File: config.mk
export PLATFORM = sky130hd
export DESIGN_NAME = id_ex_stage_flat
export DESIGN_NICKNAME = d
export VERILOG_FILES = /design/src/rtl/id_ex_stage_if.sv /design/src/rtl/id_ex_stage.sv /design/src/flat_wrapper.sv
export SDC_FILE = /design/constraint.sdc
export NUM_CORES = 1
export LEC_CHECK = 0
export ABC_CLOCK_PERIOD_IN_PS = 19330
export BUFFER_PORTS_ARGS = -buffer_cell sky130_fd_sc_hd__buf_4
export CORE_AREA = 2 2 147 149
export CTS_CLUSTER_DIAMETER = 30
export DETAILED_ROUTE_END_ITERATION = 7
export DIE_AREA = 0 0 149 151
export PLACE_DENSITY = 0.62
export SLEW_MARGIN = 20
export SYNTH_ARGS = -nofsm -noshare
export SYNTH_HDL_FRONTEND = slang
export SYNTH_SLANG_ARGS = --single-unit
File: constraint.sdc
create_clock -name clk -period 19.33 [get_ports clk]
set_input_delay 3.866 -clock clk [delete_from_list [all_inputs] [get_ports clk]]
set_output_delay 3.866 -clock clk [all_outputs]
set_load 0.005 [all_outputs]
File: src/rtl/id_ex_stage_if.sv
// Signal bundle between the ID stage, the ID/EX pipeline register and the EX stage.
// The pipeline register takes the slave side; the surrounding core (or a bench) takes the master side.
interface id_ex_stage_if #(
    parameter int CNT_W = 16
);
    logic [1:0]       id_pcsrc, id_regdst, id_mem2reg;
    logic             id_branch, id_regwrite, id_memread, id_memwrite;
    logic             id_alusrc1, id_alusrc2, id_jump;
    logic [3:0]       id_aluop;
    logic [4:0]       id_rs, id_rt, id_rd, id_shamt;
    logic [5:0]       id_funct;
    logic [31:0]      id_rs_data, id_rt_data, id_imm, id_pc_plus4;
    logic             ex_branch_taken;

    logic [1:0]       ex_pcsrc, ex_regdst, ex_mem2reg;
    logic             ex_branch, ex_regwrite, ex_memread, ex_memwrite;
    logic             ex_alusrc1, ex_alusrc2, ex_jump;
    logic [3:0]       ex_aluop;
    logic [4:0]       ex_rs, ex_rt, ex_rd, ex_shamt, ex_wreg;
    logic [5:0]       ex_funct;
    logic [31:0]      ex_rs_data, ex_rt_data, ex_imm, ex_pc_plus4;
    logic             stall_o, flush_ifid_o;
    logic [CNT_W-1:0] stall_cnt, flush_cnt;

    modport master (
        output id_pcsrc, id_regdst, id_mem2reg, id_branch, id_regwrite, id_memread,
               id_memwrite, id_alusrc1, id_alusrc2, id_jump, id_aluop, id_rs, id_rt,
               id_rd, id_shamt, id_funct, id_rs_data, id_rt_data, id_imm, id_pc_plus4,
               ex_branch_taken,
        input  ex_pcsrc, ex_regdst, ex_mem2reg, ex_branch, ex_regwrite, ex_memread,
               ex_memwrite, ex_alusrc1, ex_alusrc2, ex_jump, ex_aluop, ex_rs, ex_rt,
               ex_rd, ex_shamt, ex_funct, ex_rs_data, ex_rt_data, ex_imm, ex_pc_plus4,
               ex_wreg, stall_o, flush_ifid_o, stall_cnt, flush_cnt
    );

    modport slave (
        input  id_pcsrc, id_regdst, id_mem2reg, id_branch, id_regwrite, id_memread,
               id_memwrite, id_alusrc1, id_alusrc2, id_jump, id_aluop, id_rs, id_rt,
               id_rd, id_shamt, id_funct, id_rs_data, id_rt_data, id_imm, id_pc_plus4,
               ex_branch_taken,
        output ex_pcsrc, ex_regdst, ex_mem2reg, ex_branch, ex_regwrite, ex_memread,
               ex_memwrite, ex_alusrc1, ex_alusrc2, ex_jump, ex_aluop, ex_rs, ex_rt,
               ex_rd, ex_shamt, ex_funct, ex_rs_data, ex_rt_data, ex_imm, ex_pc_plus4,
               ex_wreg, stall_o, flush_ifid_o, stall_cnt, flush_cnt
    );
endinterface

File: src/rtl/id_ex_stage.sv
// ID/EX pipeline register of the MIPS core: load-use stall, bubble insertion,
// branch squash, jump flush of IF/ID and saturating stall/flush event counters.
module id_ex_stage #(
    parameter int CNT_W = 16
) (
    input  logic         clk,
    input  logic         reset,
    id_ex_stage_if.slave bus
);
    localparam logic [CNT_W-1:0] CNT_MAX = '1;
    localparam logic [CNT_W-1:0] CNT_ONE = {{(CNT_W-1){1'b0}}, 1'b1};

    logic [1:0]       r_pcsrc, r_regdst, r_mem2reg;
    logic             r_branch, r_regwrite, r_memread, r_memwrite;
    logic             r_alusrc1, r_alusrc2, r_jump;
    logic [3:0]       r_aluop;
    logic [4:0]       r_rs, r_rt, r_rd, r_shamt, r_wreg;
    logic [5:0]       r_funct;
    logic [31:0]      r_rs_data, r_rt_data, r_imm, r_pc_plus4;
    logic [CNT_W-1:0] r_stall_cnt, r_flush_cnt;

    logic             w_load_use, w_stall, w_flush, w_bubble;
    logic [4:0]       w_wreg;

    function automatic logic [CNT_W-1:0] sat_inc(input logic [CNT_W-1:0] c);
        return (c == CNT_MAX) ? c : c + CNT_ONE;
    endfunction

    always_comb begin
        w_wreg = 5'd0;
        case (bus.id_regdst)
            2'b00:   w_wreg = bus.id_rt;
            2'b01:   w_wreg = bus.id_rd;
            2'b10:   w_wreg = 5'd31;
            default: w_wreg = 5'd0;
        endcase
    end

    // rs and rt are compared unconditionally; a spurious stall for an rt-less instruction is tolerated.
    assign w_load_use = r_memread & r_regwrite & (r_wreg != 5'd0) &
                        ((r_wreg == bus.id_rs) | (r_wreg == bus.id_rt));
    assign w_stall    = ~bus.ex_branch_taken & w_load_use;
    assign w_flush    = bus.ex_branch_taken | (~w_load_use & bus.id_jump);
    assign w_bubble   = bus.ex_branch_taken | w_load_use;

    always_ff @(posedge clk or posedge reset) begin
        if (reset) begin
            r_pcsrc    <= '0;
            r_regdst   <= '0;
            r_mem2reg  <= '0;
            r_branch   <= 1'b0;
            r_regwrite <= 1'b0;
            r_memread  <= 1'b0;
            r_memwrite <= 1'b0;
            r_alusrc1  <= 1'b0;
            r_alusrc2  <= 1'b0;
            r_jump     <= 1'b0;
            r_aluop    <= '0;
            r_wreg     <= '0;
        end else if (w_bubble) begin
            r_pcsrc    <= '0;
            r_regdst   <= '0;
            r_mem2reg  <= '0;
            r_branch   <= 1'b0;
            r_regwrite <= 1'b0;
            r_memread  <= 1'b0;
            r_memwrite <= 1'b0;
            r_alusrc1  <= 1'b0;
            r_alusrc2  <= 1'b0;
            r_jump     <= 1'b0;
            r_aluop    <= '0;
            r_wreg     <= '0;
        end else begin
            r_pcsrc    <= bus.id_pcsrc;
            r_regdst   <= bus.id_regdst;
            r_mem2reg  <= bus.id_mem2reg;
            r_branch   <= bus.id_branch;
            r_regwrite <= bus.id_regwrite;
            r_memread  <= bus.id_memread;
            r_memwrite <= bus.id_memwrite;
            r_alusrc1  <= bus.id_alusrc1;
            r_alusrc2  <= bus.id_alusrc2;
            r_jump     <= bus.id_jump;
            r_aluop    <= bus.id_aluop;
            r_wreg     <= w_wreg;
        end
    end

    // Data fields load every cycle, bubble or not; only the control word is squashed.
    always_ff @(posedge clk or posedge reset) begin
        if (reset) begin
            r_rs       <= '0;
            r_rt       <= '0;
            r_rd       <= '0;
            r_shamt    <= '0;
            r_funct    <= '0;
            r_rs_data  <= '0;
            r_rt_data  <= '0;
            r_imm      <= '0;
            r_pc_plus4 <= '0;
        end else begin
            r_rs       <= bus.id_rs;
            r_rt       <= bus.id_rt;
            r_rd       <= bus.id_rd;
            r_shamt    <= bus.id_shamt;
            r_funct    <= bus.id_funct;
            r_rs_data  <= bus.id_rs_data;
            r_rt_data  <= bus.id_rt_data;
            r_imm      <= bus.id_imm;
            r_pc_plus4 <= bus.id_pc_plus4;
        end
    end

    always_ff @(posedge clk or posedge reset) begin
        if (reset) begin
            r_stall_cnt <= '0;
            r_flush_cnt <= '0;
        end else begin
            if (w_stall) r_stall_cnt <= sat_inc(r_stall_cnt);
            if (w_flush) r_flush_cnt <= sat_inc(r_flush_cnt);
        end
    end

    assign bus.ex_pcsrc     = r_pcsrc;
    assign bus.ex_regdst    = r_regdst;
    assign bus.ex_mem2reg   = r_mem2reg;
    assign bus.ex_branch    = r_branch;
    assign bus.ex_regwrite  = r_regwrite;
    assign bus.ex_memread   = r_memread;
    assign bus.ex_memwrite  = r_memwrite;
    assign bus.ex_alusrc1   = r_alusrc1;
    assign bus.ex_alusrc2   = r_alusrc2;
    assign bus.ex_jump      = r_jump;
    assign bus.ex_aluop     = r_aluop;
    assign bus.ex_rs        = r_rs;
    assign bus.ex_rt        = r_rt;
    assign bus.ex_rd        = r_rd;
    assign bus.ex_shamt     = r_shamt;
    assign bus.ex_funct     = r_funct;
    assign bus.ex_rs_data   = r_rs_data;
    assign bus.ex_rt_data   = r_rt_data;
    assign bus.ex_imm       = r_imm;
    assign bus.ex_pc_plus4  = r_pc_plus4;
    assign bus.ex_wreg      = r_wreg;
    assign bus.stall_o      = w_stall;
    assign bus.flush_ifid_o = w_flush;
    assign bus.stall_cnt    = r_stall_cnt;
    assign bus.flush_cnt    = r_flush_cnt;
endmodule

File: src/flat_wrapper.sv
// flat-port wrapper written by rule: the top's interface ports become plain ports
module id_ex_stage_flat 
#(
    parameter int CNT_W = 16
)
  (clk, reset, bus_id_pcsrc, bus_id_regdst, bus_id_mem2reg, bus_id_branch, bus_id_regwrite, bus_id_memread, bus_id_memwrite, bus_id_alusrc1, bus_id_alusrc2, bus_id_jump, bus_id_aluop, bus_id_rs, bus_id_rt, bus_id_rd, bus_id_shamt, bus_id_funct, bus_id_rs_data, bus_id_rt_data, bus_id_imm, bus_id_pc_plus4, bus_ex_branch_taken, bus_ex_pcsrc, bus_ex_regdst, bus_ex_mem2reg, bus_ex_branch, bus_ex_regwrite, bus_ex_memread, bus_ex_memwrite, bus_ex_alusrc1, bus_ex_alusrc2, bus_ex_jump, bus_ex_aluop, bus_ex_rs, bus_ex_rt, bus_ex_rd, bus_ex_shamt, bus_ex_funct, bus_ex_rs_data, bus_ex_rt_data, bus_ex_imm, bus_ex_pc_plus4, bus_ex_wreg, bus_stall_o, bus_flush_ifid_o, bus_stall_cnt, bus_flush_cnt);
  id_ex_stage_if #(.CNT_W(CNT_W)) bus_i ();
  input  logic clk;
  input  logic reset;
  input wire logic [$bits(bus_i.id_pcsrc)-1:0] bus_id_pcsrc;
  input wire logic [$bits(bus_i.id_regdst)-1:0] bus_id_regdst;
  input wire logic [$bits(bus_i.id_mem2reg)-1:0] bus_id_mem2reg;
  input wire logic [$bits(bus_i.id_branch)-1:0] bus_id_branch;
  input wire logic [$bits(bus_i.id_regwrite)-1:0] bus_id_regwrite;
  input wire logic [$bits(bus_i.id_memread)-1:0] bus_id_memread;
  input wire logic [$bits(bus_i.id_memwrite)-1:0] bus_id_memwrite;
  input wire logic [$bits(bus_i.id_alusrc1)-1:0] bus_id_alusrc1;
  input wire logic [$bits(bus_i.id_alusrc2)-1:0] bus_id_alusrc2;
  input wire logic [$bits(bus_i.id_jump)-1:0] bus_id_jump;
  input wire logic [$bits(bus_i.id_aluop)-1:0] bus_id_aluop;
  input wire logic [$bits(bus_i.id_rs)-1:0] bus_id_rs;
  input wire logic [$bits(bus_i.id_rt)-1:0] bus_id_rt;
  input wire logic [$bits(bus_i.id_rd)-1:0] bus_id_rd;
  input wire logic [$bits(bus_i.id_shamt)-1:0] bus_id_shamt;
  input wire logic [$bits(bus_i.id_funct)-1:0] bus_id_funct;
  input wire logic [$bits(bus_i.id_rs_data)-1:0] bus_id_rs_data;
  input wire logic [$bits(bus_i.id_rt_data)-1:0] bus_id_rt_data;
  input wire logic [$bits(bus_i.id_imm)-1:0] bus_id_imm;
  input wire logic [$bits(bus_i.id_pc_plus4)-1:0] bus_id_pc_plus4;
  input wire logic [$bits(bus_i.ex_branch_taken)-1:0] bus_ex_branch_taken;
  output wire logic [$bits(bus_i.ex_pcsrc)-1:0] bus_ex_pcsrc;
  output wire logic [$bits(bus_i.ex_regdst)-1:0] bus_ex_regdst;
  output wire logic [$bits(bus_i.ex_mem2reg)-1:0] bus_ex_mem2reg;
  output wire logic [$bits(bus_i.ex_branch)-1:0] bus_ex_branch;
  output wire logic [$bits(bus_i.ex_regwrite)-1:0] bus_ex_regwrite;
  output wire logic [$bits(bus_i.ex_memread)-1:0] bus_ex_memread;
  output wire logic [$bits(bus_i.ex_memwrite)-1:0] bus_ex_memwrite;
  output wire logic [$bits(bus_i.ex_alusrc1)-1:0] bus_ex_alusrc1;
  output wire logic [$bits(bus_i.ex_alusrc2)-1:0] bus_ex_alusrc2;
  output wire logic [$bits(bus_i.ex_jump)-1:0] bus_ex_jump;
  output wire logic [$bits(bus_i.ex_aluop)-1:0] bus_ex_aluop;
  output wire logic [$bits(bus_i.ex_rs)-1:0] bus_ex_rs;
  output wire logic [$bits(bus_i.ex_rt)-1:0] bus_ex_rt;
  output wire logic [$bits(bus_i.ex_rd)-1:0] bus_ex_rd;
  output wire logic [$bits(bus_i.ex_shamt)-1:0] bus_ex_shamt;
  output wire logic [$bits(bus_i.ex_funct)-1:0] bus_ex_funct;
  output wire logic [$bits(bus_i.ex_rs_data)-1:0] bus_ex_rs_data;
  output wire logic [$bits(bus_i.ex_rt_data)-1:0] bus_ex_rt_data;
  output wire logic [$bits(bus_i.ex_imm)-1:0] bus_ex_imm;
  output wire logic [$bits(bus_i.ex_pc_plus4)-1:0] bus_ex_pc_plus4;
  output wire logic [$bits(bus_i.ex_wreg)-1:0] bus_ex_wreg;
  output wire logic [$bits(bus_i.stall_o)-1:0] bus_stall_o;
  output wire logic [$bits(bus_i.flush_ifid_o)-1:0] bus_flush_ifid_o;
  output wire logic [$bits(bus_i.stall_cnt)-1:0] bus_stall_cnt;
  output wire logic [$bits(bus_i.flush_cnt)-1:0] bus_flush_cnt;
  assign bus_i.id_pcsrc = bus_id_pcsrc;
  assign bus_i.id_regdst = bus_id_regdst;
  assign bus_i.id_mem2reg = bus_id_mem2reg;
  assign bus_i.id_branch = bus_id_branch;
  assign bus_i.id_regwrite = bus_id_regwrite;
  assign bus_i.id_memread = bus_id_memread;
  assign bus_i.id_memwrite = bus_id_memwrite;
  assign bus_i.id_alusrc1 = bus_id_alusrc1;
  assign bus_i.id_alusrc2 = bus_id_alusrc2;
  assign bus_i.id_jump = bus_id_jump;
  assign bus_i.id_aluop = bus_id_aluop;
  assign bus_i.id_rs = bus_id_rs;
  assign bus_i.id_rt = bus_id_rt;
  assign bus_i.id_rd = bus_id_rd;
  assign bus_i.id_shamt = bus_id_shamt;
  assign bus_i.id_funct = bus_id_funct;
  assign bus_i.id_rs_data = bus_id_rs_data;
  assign bus_i.id_rt_data = bus_id_rt_data;
  assign bus_i.id_imm = bus_id_imm;
  assign bus_i.id_pc_plus4 = bus_id_pc_plus4;
  assign bus_i.ex_branch_taken = bus_ex_branch_taken;
  assign bus_ex_pcsrc = bus_i.ex_pcsrc;
  assign bus_ex_regdst = bus_i.ex_regdst;
  assign bus_ex_mem2reg = bus_i.ex_mem2reg;
  assign bus_ex_branch = bus_i.ex_branch;
  assign bus_ex_regwrite = bus_i.ex_regwrite;
  assign bus_ex_memread = bus_i.ex_memread;
  assign bus_ex_memwrite = bus_i.ex_memwrite;
  assign bus_ex_alusrc1 = bus_i.ex_alusrc1;
  assign bus_ex_alusrc2 = bus_i.ex_alusrc2;
  assign bus_ex_jump = bus_i.ex_jump;
  assign bus_ex_aluop = bus_i.ex_aluop;
  assign bus_ex_rs = bus_i.ex_rs;
  assign bus_ex_rt = bus_i.ex_rt;
  assign bus_ex_rd = bus_i.ex_rd;
  assign bus_ex_shamt = bus_i.ex_shamt;
  assign bus_ex_funct = bus_i.ex_funct;
  assign bus_ex_rs_data = bus_i.ex_rs_data;
  assign bus_ex_rt_data = bus_i.ex_rt_data;
  assign bus_ex_imm = bus_i.ex_imm;
  assign bus_ex_pc_plus4 = bus_i.ex_pc_plus4;
  assign bus_ex_wreg = bus_i.ex_wreg;
  assign bus_stall_o = bus_i.stall_o;
  assign bus_flush_ifid_o = bus_i.flush_ifid_o;
  assign bus_stall_cnt = bus_i.stall_cnt;
  assign bus_flush_cnt = bus_i.flush_cnt;
  id_ex_stage #(.CNT_W(CNT_W)) u_core (.clk(clk), .reset(reset), .bus(bus_i));
endmodule
# --- Word-level counts from Yosys, hierarchy flattened ---
# Cells that the tools add are included.
totals:
  in_bits: 174
  reg_bits: 208
  word_cells: 60
op_classes:
  n_reduce_logical: 4
  n_mux: 13
  add_sub_neg: 2
  n_bitwise: 12
  n_eq_ne: 6
op_table:
  columns: ["op", "count"]
  rows:
  - ["16-bit by 1-bit adder with 16-bit output, second input constant", 2]
  - ["16-bit equality test, second input constant", 2]
  - ["5-bit case mux with 3 select lines", 1]
  - ["5-bit equality test", 2]
  - ["1-bit 2-to-1 mux", 7]
  - ["2-bit 2-to-1 mux", 3]
  - ["1-bit bitwise AND", 5]
  - ["5-bit 2-to-1 mux", 1]
  - ["5-bit nonzero test", 1]
  - ["4-bit 2-to-1 mux", 1]
  - ["1-bit NOT", 4]
  - ["2-bit AND reduction", 2]
  - ["1-bit bitwise OR", 3]
  - ["2-bit by 1-bit equality test with 1-bit output, second input constant", 1]
  - ["2-bit equality test, second input constant", 1]
  - ["2-bit zero test", 1]

# --- Depth between registers and ports, before layout ---
depth:
  ltp_word: 7
  ltp_mapped: 9
  mapped_depth_nobuf: 8

# --- Worst setup path after synthesis ---
# Ideal clock, no wire load.
synth_timing:
  path_type: "input port to output port"
  start: "input port bus_id_rs[4]"
  end: "output port bus_stall_o"
  cell_stages: 5
  path_buffers: 1
  arrival_ps: 4788
  slack_ps: 10676
  cell_sequence: "xnor2_1 -> nand3_1 -> o22ai_1 -> nor3b_2 -> buf_2"
synth_between:
  elab_chain_len: 4
synth_lines:
  columns: ["element", "line", "source"]
  rows:
  - ["start, declared", "flat_wrapper.sv:21", "input wire logic [$bits(bus_i.id_rs)-1:0] bus_id_rs;"]
  - ["5-bit equality test", "id_ex_stage.sv:41", "((r_wreg == bus.id_rs) | (r_wreg == bus.id_rt));"]
  - ["1-bit bitwise OR", "id_ex_stage.sv:41", null]
  - ["1-bit bitwise AND", "id_ex_stage.sv:40", "assign w_load_use = r_memread & r_regwrite & (r_wreg != 5'd0) &"]
  - ["1-bit bitwise AND", "id_ex_stage.sv:42", "assign w_stall = ~bus.ex_branch_taken & w_load_use;"]
  - ["end, declared", "flat_wrapper.sv:52", "output wire logic [$bits(bus_i.stall_o)-1:0] bus_stall_o;"]
# Every way passes these cells.

# --- Final worst setup path ---
# Ends and elaborated chain as after synthesis.

==> reports/qor.txt <==
fin nets - 971
per-cell routed wire length - 17.9 um
Final Hold Viols - 0
status - finished, final reports clean
crit start category - primary input
worst clock skew - 0.00837 ns
Num CTS Buffers - 45
Synth area leader - dfrtp_1
Post-CTS Setup Bufs - 0
RSZ-0062 raised after global routing - false
Max Freq - 111 MHz
register-to-register setup slack - 17.00 ns
Slew HR - 36.8%
global-route usage over all layers - 16.6%
Post-Syn Instances - 370
Power Density - 123 nW/um2
routed vias/inst - 4.10
clk buf depth - 3
register area share after synthesis - 82.9%
root buffer cell - clkbuf_16
drt first pass iters - 4
worst-margin pin slew - 0.947 ns
IO Port Bufs - 383
top post-synthesis cells by area - dfrtp_1 (83%), xnor2_1 (4.6%), and2_1 (1.9%), nand2_1 (1.1%), nand3_1 (1.1%)
Final Util - 53.0%
clk_lat worst skew - 0.51 ns
FF+latch count, synth - 208
residual DRC count - 0
Max Slew Vio Count - 0
largest net degree at the start of global routing - 135
fin crit period - 9.02 ns
die width - 149 um
antenna-violating nets left - 0
synthesized cell area - 6280 um2
Row Count - 53
CORE AREA - 20800 um2
Fillers - 1809
Netlist cell types - 35
die height - 151 um
top_reg_cell synth - dfrtp_1
# Max-Cap Violations - 0
most frequent cells in the layout - buf_4 (385), dfrtp_1 (208), clkbuf_16 (45), xnor2_1 (33)
initial drt markers - 124
commonest non-fill, non-tap cell in the layout - buf_4
Tcrit/Tclk final - 46.7%
Post-synth EDFFs - 0
Placed Cells incl. Taps - 1023
global placer's final weighted congestion - 0.792
Crit Path Category - primary input to output pin
CTS tree - yes
share of cells above drive strength 1 - 56.3%
clk sinks - 208
fin cells - 1105
Arr. time, crit path - 5.16 ns
top cell type's share of synthesized area - 82.9%
Synth Warn # - 0
CP Max Fanout - 14
Setup crit end kind - output pin
Die Area - 22500 um2
Leakage - 5.51 nW
setup_tns - 0 ns
# setup viols final - 0
asr flop ratio synth - 100%
Max VDD drop - 58.5 uV
synth-to-layout area growth - 75.7%
dpl hpwl - 15100 um
initial antenna violation count - 1
I/O Pins - 384
Post-Syn Nets - 546
hold buffers post-CTS - 0
Worst Hold Class - flop to flop
Mean Syn Cell Area - 17.0 um2
WL final - 19800 um
clock slew at reported path FFs - 0.04 ns
H-tree levels - 2
Via Count - 4532
Required @ worst endpoint - 15.46 ns
post-cts repair resize count - 0
total gr overflow - 0
vias in the first global route - 4692
first-pass GRT wire length - 27800 um
Initial Util - 30.2%
==> synthesized netlist by cell type (2+ instances only) <==
master / instances
xor2_1: 3
mux2_2: 3
nand3_1: 14
and3_1: 7
nand2b_1: 4
xnor2_1: 33
o21ai_0: 5
nand4_1: 9
and2_1: 19
buf_2: 2
nor3_1: 2
nand2_1: 19
o22ai_1: 2
clkbuf_1: 2
dfrtp_1: 208
ha_1: 2
o311a_1: 5
inv_1: 9
nor2_1: 5
buf_1: 2
==> worst max-delay path: stages <==
cell     delay, ns
buf_4         0.12
xnor2_1       0.14
nand3_1       0.10
o22ai_1       0.33
nor3b_2       0.23
buf_4         0.22
buf_4         0.15
==> report_power, final <==
part	leakage, nW	internal, mW	switching (mW)	total [mW]
clock network	0.743	0.533	0.230	0.763
logic	2.26	0.0659	0.0399	0.106
registers	2.51	0.464	0.0188	0.483
total	5.51	1.06	0.288	1.35
==> metal layers <==
metal | up-vias | track usage (%) | part of all wire [%]
met5 | - | 0 | 0
li1 | 2080 | - | -
met4 | 0 | 6.00 | 2.3
met2 | 211 | 28.5 | 52
met1 | 2203 | 19.1 | 37
met3 | 38 | 6.27 | 8.7
==> worst paths after layout <==
check	from	end	depth (start not counted)
hold reg to reg	u_core.bus.flush_cnt[11]$_DFFE_PP0P_	u_core.bus.flush_cnt[11]$_DFFE_PP0P_	1
setup reg to reg	u_core.bus.ex_wreg[3]$_DFF_PP0_	u_core.bus.flush_cnt[15]$_DFFE_PP0P_	7
max in group asynchronous	reset	u_core.bus.ex_rd[3]$_DFF_PP0_	3
min in group asynchronous	reset	u_core.bus.ex_rs_data[6]$_DFF_PP0_	2
setup / recovery	bus_id_rs[4]	bus_stall_o	7
hold / removal	u_core.bus.flush_cnt[11]$_DFFE_PP0P_	u_core.bus.flush_cnt[11]$_DFFE_PP0P_	1
==> layout make-up <==
cell class	instances	area [um2]	area share, %
antenna	3	7.51	0.0680
tap	275	344	3.12
timing repair buffer	385	2890	26.2
clock buffer	57	1210	11.0
multi-input combinational	146	1000	9.11
sequential	208	5200	47.2
inverter	9	41.3	0.374
clock inverter	22	329	2.98
==> registers in the layout, summed over array words and instances (netlist names), 2 cells and up <==
name and cells:
u_core.bus.ex_aluop 4, u_core.bus.ex_funct 6, u_core.bus.ex_imm 32, u_core.bus.ex_mem2reg 2
u_core.bus.ex_pc_plus4 32, u_core.bus.ex_pcsrc 2, u_core.bus.ex_rd 5, u_core.bus.ex_regdst 2
u_core.bus.ex_rs 5, u_core.bus.ex_rs_data 32, u_core.bus.ex_rt 5, u_core.bus.ex_rt_data 32
u_core.bus.ex_shamt 5, u_core.bus.ex_wreg 5, u_core.bus.flush_cnt 16, u_core.bus.stall_cnt 16
==> through the flow <==
stage	total power [mW]	area [um2]	setup WS [ns]	hold slack [ns]
floorplan	0.514	6280	9.78	0.480
global placement	0.595	9490	10.24	0.476
detailed placement	0.596	9490	10.29	0.480
CTS	1.37	11000	10.28	0.491
global route	1.40	11000	10.18	0.524
finish	1.35	11000	10.31	0.492
==> cells by family (layout without fill, tap and decap cells) <==
family / Yosys count / after routing / share of synthesized area (%)
AOI/OAI and AO/OA: 17 / 17 / 2.11
xor gates and xnor gates: 36 / 36 / 5.02
adders and majority gates: 2 / 2 / 0.398
buffers and inverters: 16 / 473 / 1.12
DFF: 208 / 208 / 82.9
muxes: 5 / 5 / 0.936
other: 0 / 3 / 0
and+or+nand+nor: 86 / 86 / 7.53
(Power assumes the default switching activity.)
